==> src/rtl/avmm_csr_responder.sv <==
// Avalon-MM CSR responder: one outstanding access, waitrequest-stretched, delayed readdatavalid.
// Build option: AVMM_RESP_DECERR_EN makes unmapped reads return 32'hBADA_DD00 instead of zero.
module avmm_csr_responder #(
   parameter int unsigned AVMM_WIDTH  = 32,
   parameter int unsigned BYTE_WIDTH  = 4,
   parameter int unsigned NUM_REGS    = 16,
   parameter int unsigned WAIT_CYCLES = 1,
   parameter int unsigned RD_LATENCY  = 1,
   parameter logic [AVMM_WIDTH-1:0] ID_VALUE = 32'h0A1B_0002
) (
   input  logic                           clk_i,
   input  logic                           rst_i,
   input  logic [16:0]                    address_i,
   input  logic                           read_i,
   input  logic                           write_i,
   input  logic [AVMM_WIDTH-1:0]          writedata_i,
   input  logic [BYTE_WIDTH-1:0]          byteenable_i,
   output logic [AVMM_WIDTH-1:0]          readdata_o,
   output logic                           readdatavalid_o,
   output logic                           waitrequest_o,
   output logic [NUM_REGS*AVMM_WIDTH-1:0] csr_out_o
);

   localparam int unsigned Shift = $clog2(BYTE_WIDTH);
   localparam int unsigned IdxW  = $clog2(NUM_REGS);
   localparam int unsigned Reps  = (AVMM_WIDTH + 31) / 32;

`ifdef AVMM_RESP_DECERR_EN
   localparam logic [AVMM_WIDTH-1:0] UnmappedVal = AVMM_WIDTH'({Reps{32'hBADA_DD00}});
`else
   localparam logic [AVMM_WIDTH-1:0] UnmappedVal = '0;
`endif

   typedef enum logic [2:0] {StIdle, StWait, StAck, StRlat, StRdv} state_e;

   state_e                  state_q;
   logic [3:0]              cnt_q;
   logic [16:0]             addr_q;
   logic                    wr_q;
   logic [AVMM_WIDTH-1:0]   wdata_q;
   logic [BYTE_WIDTH-1:0]   be_q;
   logic [AVMM_WIDTH-1:0]   rd_val_q;
   logic [AVMM_WIDTH-1:0]   readdata_q;
   logic                    readdatavalid_q;
   logic                    waitrequest_q;
   logic [AVMM_WIDTH-1:0]   regs_q [NUM_REGS];

   logic [16:0]             idx;
   logic                    mapped;
   logic                    wr_ok;
   logic [AVMM_WIDTH-1:0]   rd_word;

   assign idx     = addr_q >> Shift;
   assign mapped  = (32'(idx) < NUM_REGS);
   assign wr_ok   = mapped && (idx != '0);
   assign rd_word = mapped ? regs_q[idx[IdxW-1:0]] : UnmappedVal;

   always_ff @(posedge clk_i or posedge rst_i) begin
      if (rst_i) begin
         state_q         <= StIdle;
         cnt_q           <= '0;
         addr_q          <= '0;
         wr_q            <= 1'b0;
         wdata_q         <= '0;
         be_q            <= '0;
         rd_val_q        <= '0;
         readdata_q      <= '0;
         readdatavalid_q <= 1'b0;
         waitrequest_q   <= 1'b1;
         regs_q[0]       <= ID_VALUE;
         for (int i = 1; i < NUM_REGS; i++) regs_q[i] <= '0;
      end else begin
         readdatavalid_q <= 1'b0;
         unique case (state_q)
            StIdle: begin
               if (read_i || write_i) begin
                  addr_q  <= address_i;
                  wr_q    <= write_i;
                  wdata_q <= writedata_i;
                  be_q    <= byteenable_i;
                  if (WAIT_CYCLES > 0) begin
                     state_q <= StWait;
                     cnt_q   <= 4'(WAIT_CYCLES - 1);
                  end else begin
                     state_q       <= StAck;
                     waitrequest_q <= 1'b0;
                  end
               end
            end
            StWait: begin
               if (cnt_q == '0) begin
                  state_q       <= StAck;
                  waitrequest_q <= 1'b0;
               end else begin
                  cnt_q <= cnt_q - 4'd1;
               end
            end
            StAck: begin
               waitrequest_q <= 1'b1;
               if (wr_q) begin
                  if (wr_ok) begin
                     for (int k = 0; k < BYTE_WIDTH; k++) begin
                        if (be_q[k]) regs_q[idx[IdxW-1:0]][k*8 +: 8] <= wdata_q[k*8 +: 8];
                     end
                  end
                  state_q <= StIdle;
               end else begin
                  // Snapshot at ACK; nothing can write the bank until RDV completes.
                  rd_val_q <= rd_word;
                  if (RD_LATENCY > 1) begin
                     state_q <= StRlat;
                     cnt_q   <= 4'(RD_LATENCY - 2);
                  end else begin
                     state_q         <= StRdv;
                     readdata_q      <= rd_word;
                     readdatavalid_q <= 1'b1;
                  end
               end
            end
            StRlat: begin
               if (cnt_q == '0) begin
                  state_q         <= StRdv;
                  readdata_q      <= rd_val_q;
                  readdatavalid_q <= 1'b1;
               end else begin
                  cnt_q <= cnt_q - 4'd1;
               end
            end
            StRdv: state_q <= StIdle;
            default: state_q <= StIdle;
         endcase
      end
   end

   assign readdata_o      = readdata_q;
   assign readdatavalid_o = readdatavalid_q;
   assign waitrequest_o   = waitrequest_q;

   for (genvar g = 0; g < NUM_REGS; g++) begin : g_csr
      assign csr_out_o[g*AVMM_WIDTH +: AVMM_WIDTH] = regs_q[g];
   end

endmodule

==> config.mk <==
export PLATFORM = sky130hd
export DESIGN_NAME = avmm_csr_responder
export DESIGN_NICKNAME = d
export VERILOG_FILES = /design/src/rtl/avmm_csr_responder.sv
export SDC_FILE = /design/constraint.sdc
export NUM_CORES = 1
export LEC_CHECK = 0
export ABC_AREA = 1
export CORE_ASPECT_RATIO = 0.7
export CORE_MARGIN = 5
export CORE_UTILIZATION = 39
export CTS_CLUSTER_SIZE = 30
export DETAILED_ROUTE_END_ITERATION = 16
export MAX_ROUTING_LAYER = met4
export SYNTH_ARGS = -nofsm -noshare
export SYNTH_HDL_FRONTEND = slang
export SYNTH_SLANG_ARGS = --single-unit
==> constraint.sdc <==
create_clock -name clk_i -period 31.9 [get_ports clk_i]
set_clock_uncertainty 0.1 [all_clocks]
set_input_delay 6.38 -clock clk_i [delete_from_list [all_inputs] [get_ports clk_i]]
set_output_delay 6.38 -clock clk_i [all_outputs]
set_load 0.01 [all_outputs]
==> impl_metrics.prom <==
# TYPE chip_impl_metric gauge
chip_impl_info{name="gr-max-usage-layer",value="met1"} 1
chip_impl_metric{name="proportion_of_layout_cells_with_a_drive_suffix_above_1",unit="%"} 4.67
chip_impl_metric{name="maxSlewViolCount",unit=""} 0
chip_impl_metric{name="met3_usage",unit="%"} 8.25
chip_impl_info{name="clk_root_buffer_cell",value="clkbuf_16"} 1
chip_impl_metric{name="place.detailed.instances",unit=""} 5343
chip_impl_metric{name="grt_pass1_wl",unit="um"} 176000
chip_impl_metric{name="globalRouteMet2Util",unit="%"} 37.0
chip_impl_metric{name="number_of_enable_flip_flop_cells_after_synthesis",unit=""} 0
chip_impl_metric{name="worst-endpoint-arrival",unit="ps"} 9270
chip_impl_metric{name="hold_violations",unit=""} 0
chip_impl_metric{name="synth.net_count",unit=""} 4031
chip_impl_metric{name="routabilityCongestion",unit=""} 0.963
chip_impl_metric{name="power.share.combinational",unit="%"} 39.3
chip_impl_metric{name="antenna_left",unit=""} 0
chip_impl_metric{name="vias_per_cell",unit=""} 5.02
chip_impl_metric{name="overflow",unit=""} 0
chip_impl_metric{name="layout_min_cycle_time",unit="ps"} 8900
chip_impl_metric{name="ys_warns",unit=""} 0
chip_impl_metric{name="filler_cell_count",unit=""} 7514
chip_impl_metric{name="totalWireLength",unit="um"} 121000
chip_impl_metric{name="seq_area_frac_synth",unit="%"} 53.3
chip_impl_metric{name="port_buffers",unit=""} 600
chip_impl_metric{name="detailed_place.area",unit="um2"} 36500
chip_impl_info{name="synthTopCellsByArea",value="dfrtp_1 (53%), nand2_1 (19%), o21ai_0 (9.6%)"} 1
chip_impl_metric{name="cts_bufs_inserted",unit=""} 66
chip_impl_metric{name="ff2ff_setup_slack",unit="ps"} 27610
chip_impl_metric{name="postSynthAreaPerCell",unit="um2"} 7.53
chip_impl_metric{name="synth_top_area_share",unit="%"} 52.6
chip_impl_metric{name="detailedRoute.firstPassIterationCount",unit=""} 6
chip_impl_metric{name="switchingPower",unit="W"} 0.00124
chip_impl_metric{name="io-pin-count",unit=""} 603
chip_impl_metric{name="number_of_post_cts_setup_repair_buffers",unit=""} 0
chip_impl_metric{name="avgRoutedWirePerCell",unit="um"} 22.1
chip_impl_info{name="post-synth-top-area-cell",value="dfrtp_1"} 1
chip_impl_metric{name="tightestPinTransition",unit="ps"} 1060
chip_impl_info{name="tritoncts",value="built"} 1
chip_impl_metric{name="power_density",unit="nW/um2"} 72.8
chip_impl_metric{name="chipHeight",unit="um"} 242
chip_impl_metric{name="route.detailed.drc",unit=""} 0
chip_impl_metric{name="final_util",unit="%"} 50.5
chip_impl_info{name="synthTopCellsByCount",value="nand2_1 (1554), dfrtp_1 (629), o21ai_0 (573)"} 1
chip_impl_info{name="setup.worst_path.start_class",value="primary input"} 1
chip_impl_metric{name="timing.hold.worst_path_depth",unit=""} 0
chip_impl_metric{name="power.leakage",unit="nW"} 18.0
chip_impl_metric{name="synth.lib_cells_used.distinct",unit=""} 24
chip_impl_metric{name="clock_transition_at_path_regs",unit="ps"} 60
chip_impl_info{name="critical-path-slowest-cell",value="buf_4"} 1
chip_impl_info{name="hp-class",value="reg -> reg"} 1
chip_impl_metric{name="ys_ff_latch",unit=""} 637
chip_impl_metric{name="floorplan.die.width",unit="um"} 341
chip_impl_metric{name="cts_num_sinks",unit=""} 637
chip_impl_metric{name="crit_required",unit="ps"} 32280
chip_impl_metric{name="p_clk_share",unit="%"} 28.0
chip_impl_metric{name="reg2reg_depth",unit=""} 9
chip_impl_metric{name="power_switching_share",unit="%"} 44.2
chip_impl_metric{name="worstPathBufferInverterCount",unit=""} 4
chip_impl_metric{name="globalRouteTotalUtil",unit="%"} 29.3
chip_impl_metric{name="post_cts.resized_instances",unit=""} 0
chip_impl_metric{name="nNetsFinal",unit=""} 4469
chip_impl_metric{name="sequential_share_of_power",unit="%"} 32.7
chip_impl_metric{name="ir_worst_vdd",unit="mV"} 0.0440
chip_impl_metric{name="first_global_vias",unit=""} 24740
chip_impl_metric{name="timing.final.setup_violations",unit=""} 0
chip_impl_metric{name="tns",unit="ps"} 0
chip_impl_metric{name="maxSlewHeadroom",unit="%"} 29.6
chip_impl_metric{name="maxCapViolations",unit=""} 0
chip_impl_metric{name="h-tree-depth",unit=""} 3
chip_impl_metric{name="use_met1",unit="%"} 45.3
chip_impl_info{name="rsz0062_at_grt",value="no"} 1
chip_impl_metric{name="via_count",unit=""} 27434
chip_impl_info{name="worst_r2r_endpoint",value="csr_out_o[37]"} 1
chip_impl_info{name="crit_type",value="in -> async"} 1
chip_impl_metric{name="drtIter0Drc",unit=""} 2728
chip_impl_metric{name="clkLatencyLatePin",unit="ps"} 620
chip_impl_metric{name="min_period_over_period",unit="%"} 27.9
chip_impl_metric{name="ctsHoldBuffers",unit=""} 0
chip_impl_metric{name="worst_path_maximum_fanout",unit=""} 113
chip_impl_info{name="cpMostUsedCell",value="buf_4"} 1
chip_impl_info{name="crit_family",value="buffers and inverters"} 1
chip_impl_metric{name="effective_utilization_at_floorplan",unit="%"} 39.1
chip_impl_metric{name="syn2layout_area_growth",unit="%"} 29.1
chip_impl_info{name="most_repeated_cell_in_the_gate_level_netlist_after_synthesis",value="nand2_1"} 1
chip_impl_metric{name="critical-path-max-stage-delay",unit="ps"} 870
chip_impl_metric{name="grt_antenna_before_repair",unit=""} 2
chip_impl_info{name="hold_start",value="csr_out_o[20]"} 1
chip_impl_metric{name="hpwlAfterDp",unit="um"} 87900
chip_impl_metric{name="synthesis.instances",unit=""} 3973
chip_impl_metric{name="fp-row-count",unit=""} 85
chip_impl_metric{name="max_freq",unit="MHz"} 112
chip_impl_metric{name="hold_slack",unit="ps"} 275
chip_impl_info{name="hold_path_end",value="csr_out_o[20]"} 1
chip_impl_metric{name="post_synth_instance_area",unit="um2"} 29900
chip_impl_metric{name="fin_area",unit="um2"} 38600
chip_impl_info{name="synth_top_flop_cell",value="dfrtp_1"} 1
chip_impl_metric{name="internal_power",unit="W"} 0.00157
chip_impl_info{name="outcome",value="finished, final reports clean"} 1
chip_impl_info{name="crit_path_end_kind",value="asynchronous set/reset pin"} 1
chip_impl_metric{name="grt_start_max_net_pins",unit=""} 162
chip_impl_metric{name="floorplan.core_area",unit="um2"} 76500
chip_impl_metric{name="floorplan.die_area",unit="um2"} 82500
chip_impl_info{name="beginning_of_the_worst_register_to_register_path",value="addr_q[2]"} 1
chip_impl_info{name="cells_along_the_critical_path",value="clkdlybuf4s50_1 -> inv_8 -> buf_4 -> buf_4"} 1
chip_impl_metric{name="ffs_w_async_s_r_synth",unit="%"} 100
chip_impl_metric{name="finish.cell_count_without_fillers",unit=""} 5466
chip_impl_metric{name="cts_max_path_buffers",unit=""} 3
## state kept, by name, indices dropped and copies added, names as in the netlist, 3 cells and up
| signal | flops |
|---|---|
| cnt_q | 4 |
| rd_val_q | 32 |
| wdata_q | 32 |
| readdata_o | 32 |
| be_q | 4 |
| addr_q | 15 |
| csr_out_o | 512 |
| state_q | 3 |
## layout by cell type, fill, tap and decap left out, types with 3 or more instances in the layout
cell type / n
mux2i_1: 5
o21ai_1: 14
nor2_2: 5
clkbuf_8: 13
nand3_2: 60
o21bai_1: 32
a21oi_1: 6
buf_4: 28
nand2_1: 1553
dfrtp_1: 627
clkinv_2: 8
dfstp_2: 8
clkbuf_16: 71
inv_6: 3
o21ai_0: 572
nand3b_1: 33
nand3_1: 4
inv_1: 380
nor3_1: 5
nor2_1: 396
diode_2: 9
clkdlybuf4s50_1: 600
clkbuf_1: 17
## through the flow
step	setup slack [ps]	power [W]
floorplan	7590	0.00155
CTS	22920	0.00279
detailed placement	22250	0.00200
global placement	22200	0.00200
global route	22570	0.00297
finish	23000	0.00281
## metal layers
layer  up-vias  part of all wire (%)
met5         -                     0
met2      1068                    39
met4         0                   2.9
met1     13151                    49
li1      13068                     -
met3       147                   9.6
## worst max-delay path by stage
stage                     start          to  slack (ps)  depth (start not counted)
after floorplan           rst_i  addr_q[10]        7590                          1
after global placement    rst_i   addr_q[3]       22200                          4
after detailed placement  rst_i   addr_q[3]       22250                          4
after CTS                 rst_i   addr_q[3]       22920                          4
after global routing      rst_i   addr_q[3]       22570                          4
final                     rst_i   addr_q[3]       23000                          4
## kinds of logic after synthesis
group,after synthesis,synth area share [%]
flops,637,53.3
compound gates,625,10.7
simple gates,2059,27.6
buf+inv,645,8.18
fa+ha+maj,1,0.0418
xor+xnor,1,0.0293
mux,5,0.167
## worst register-to-register path, cell delays in order (launching register included)
cell and delay [ps]:
dfrtp_4 790, inv_6 370, buf_4 500, nor2_2 200
buf_4 440, inv_1 310, nor2_1 690, nand3_2 430
nand2_1 190, o21ai_0 110
## area by class of cell
cell class | count | area (um2) | area share (%)
antenna | 9 | 22.5 | 0.0583
clock buffer | 101 | 2020 | 5.23
clock inverter | 13 | 128 | 0.330
inverter | 386 | 1460 | 3.79
multi-input combinational | 2691 | 11600 | 29.9
sequential | 637 | 16000 | 41.3
tap | 1000 | 1250 | 3.24
timing repair buffer | 629 | 6240 | 16.1
## power groups by stage
stage / Clock (W) / Sequential, W / Combinational (W)
after floorplan: 0 / 0.000895 / 0.000652
after global placement: 0 / 0.000932 / 0.00107
after detailed placement: 0 / 0.000932 / 0.00107
after CTS: 0.000801 / 0.000918 / 0.00108
after global routing: 0.000836 / 0.000925 / 0.00121
final: 0.000787 / 0.000919 / 0.00110
Power figures use the tool's default switching activity.
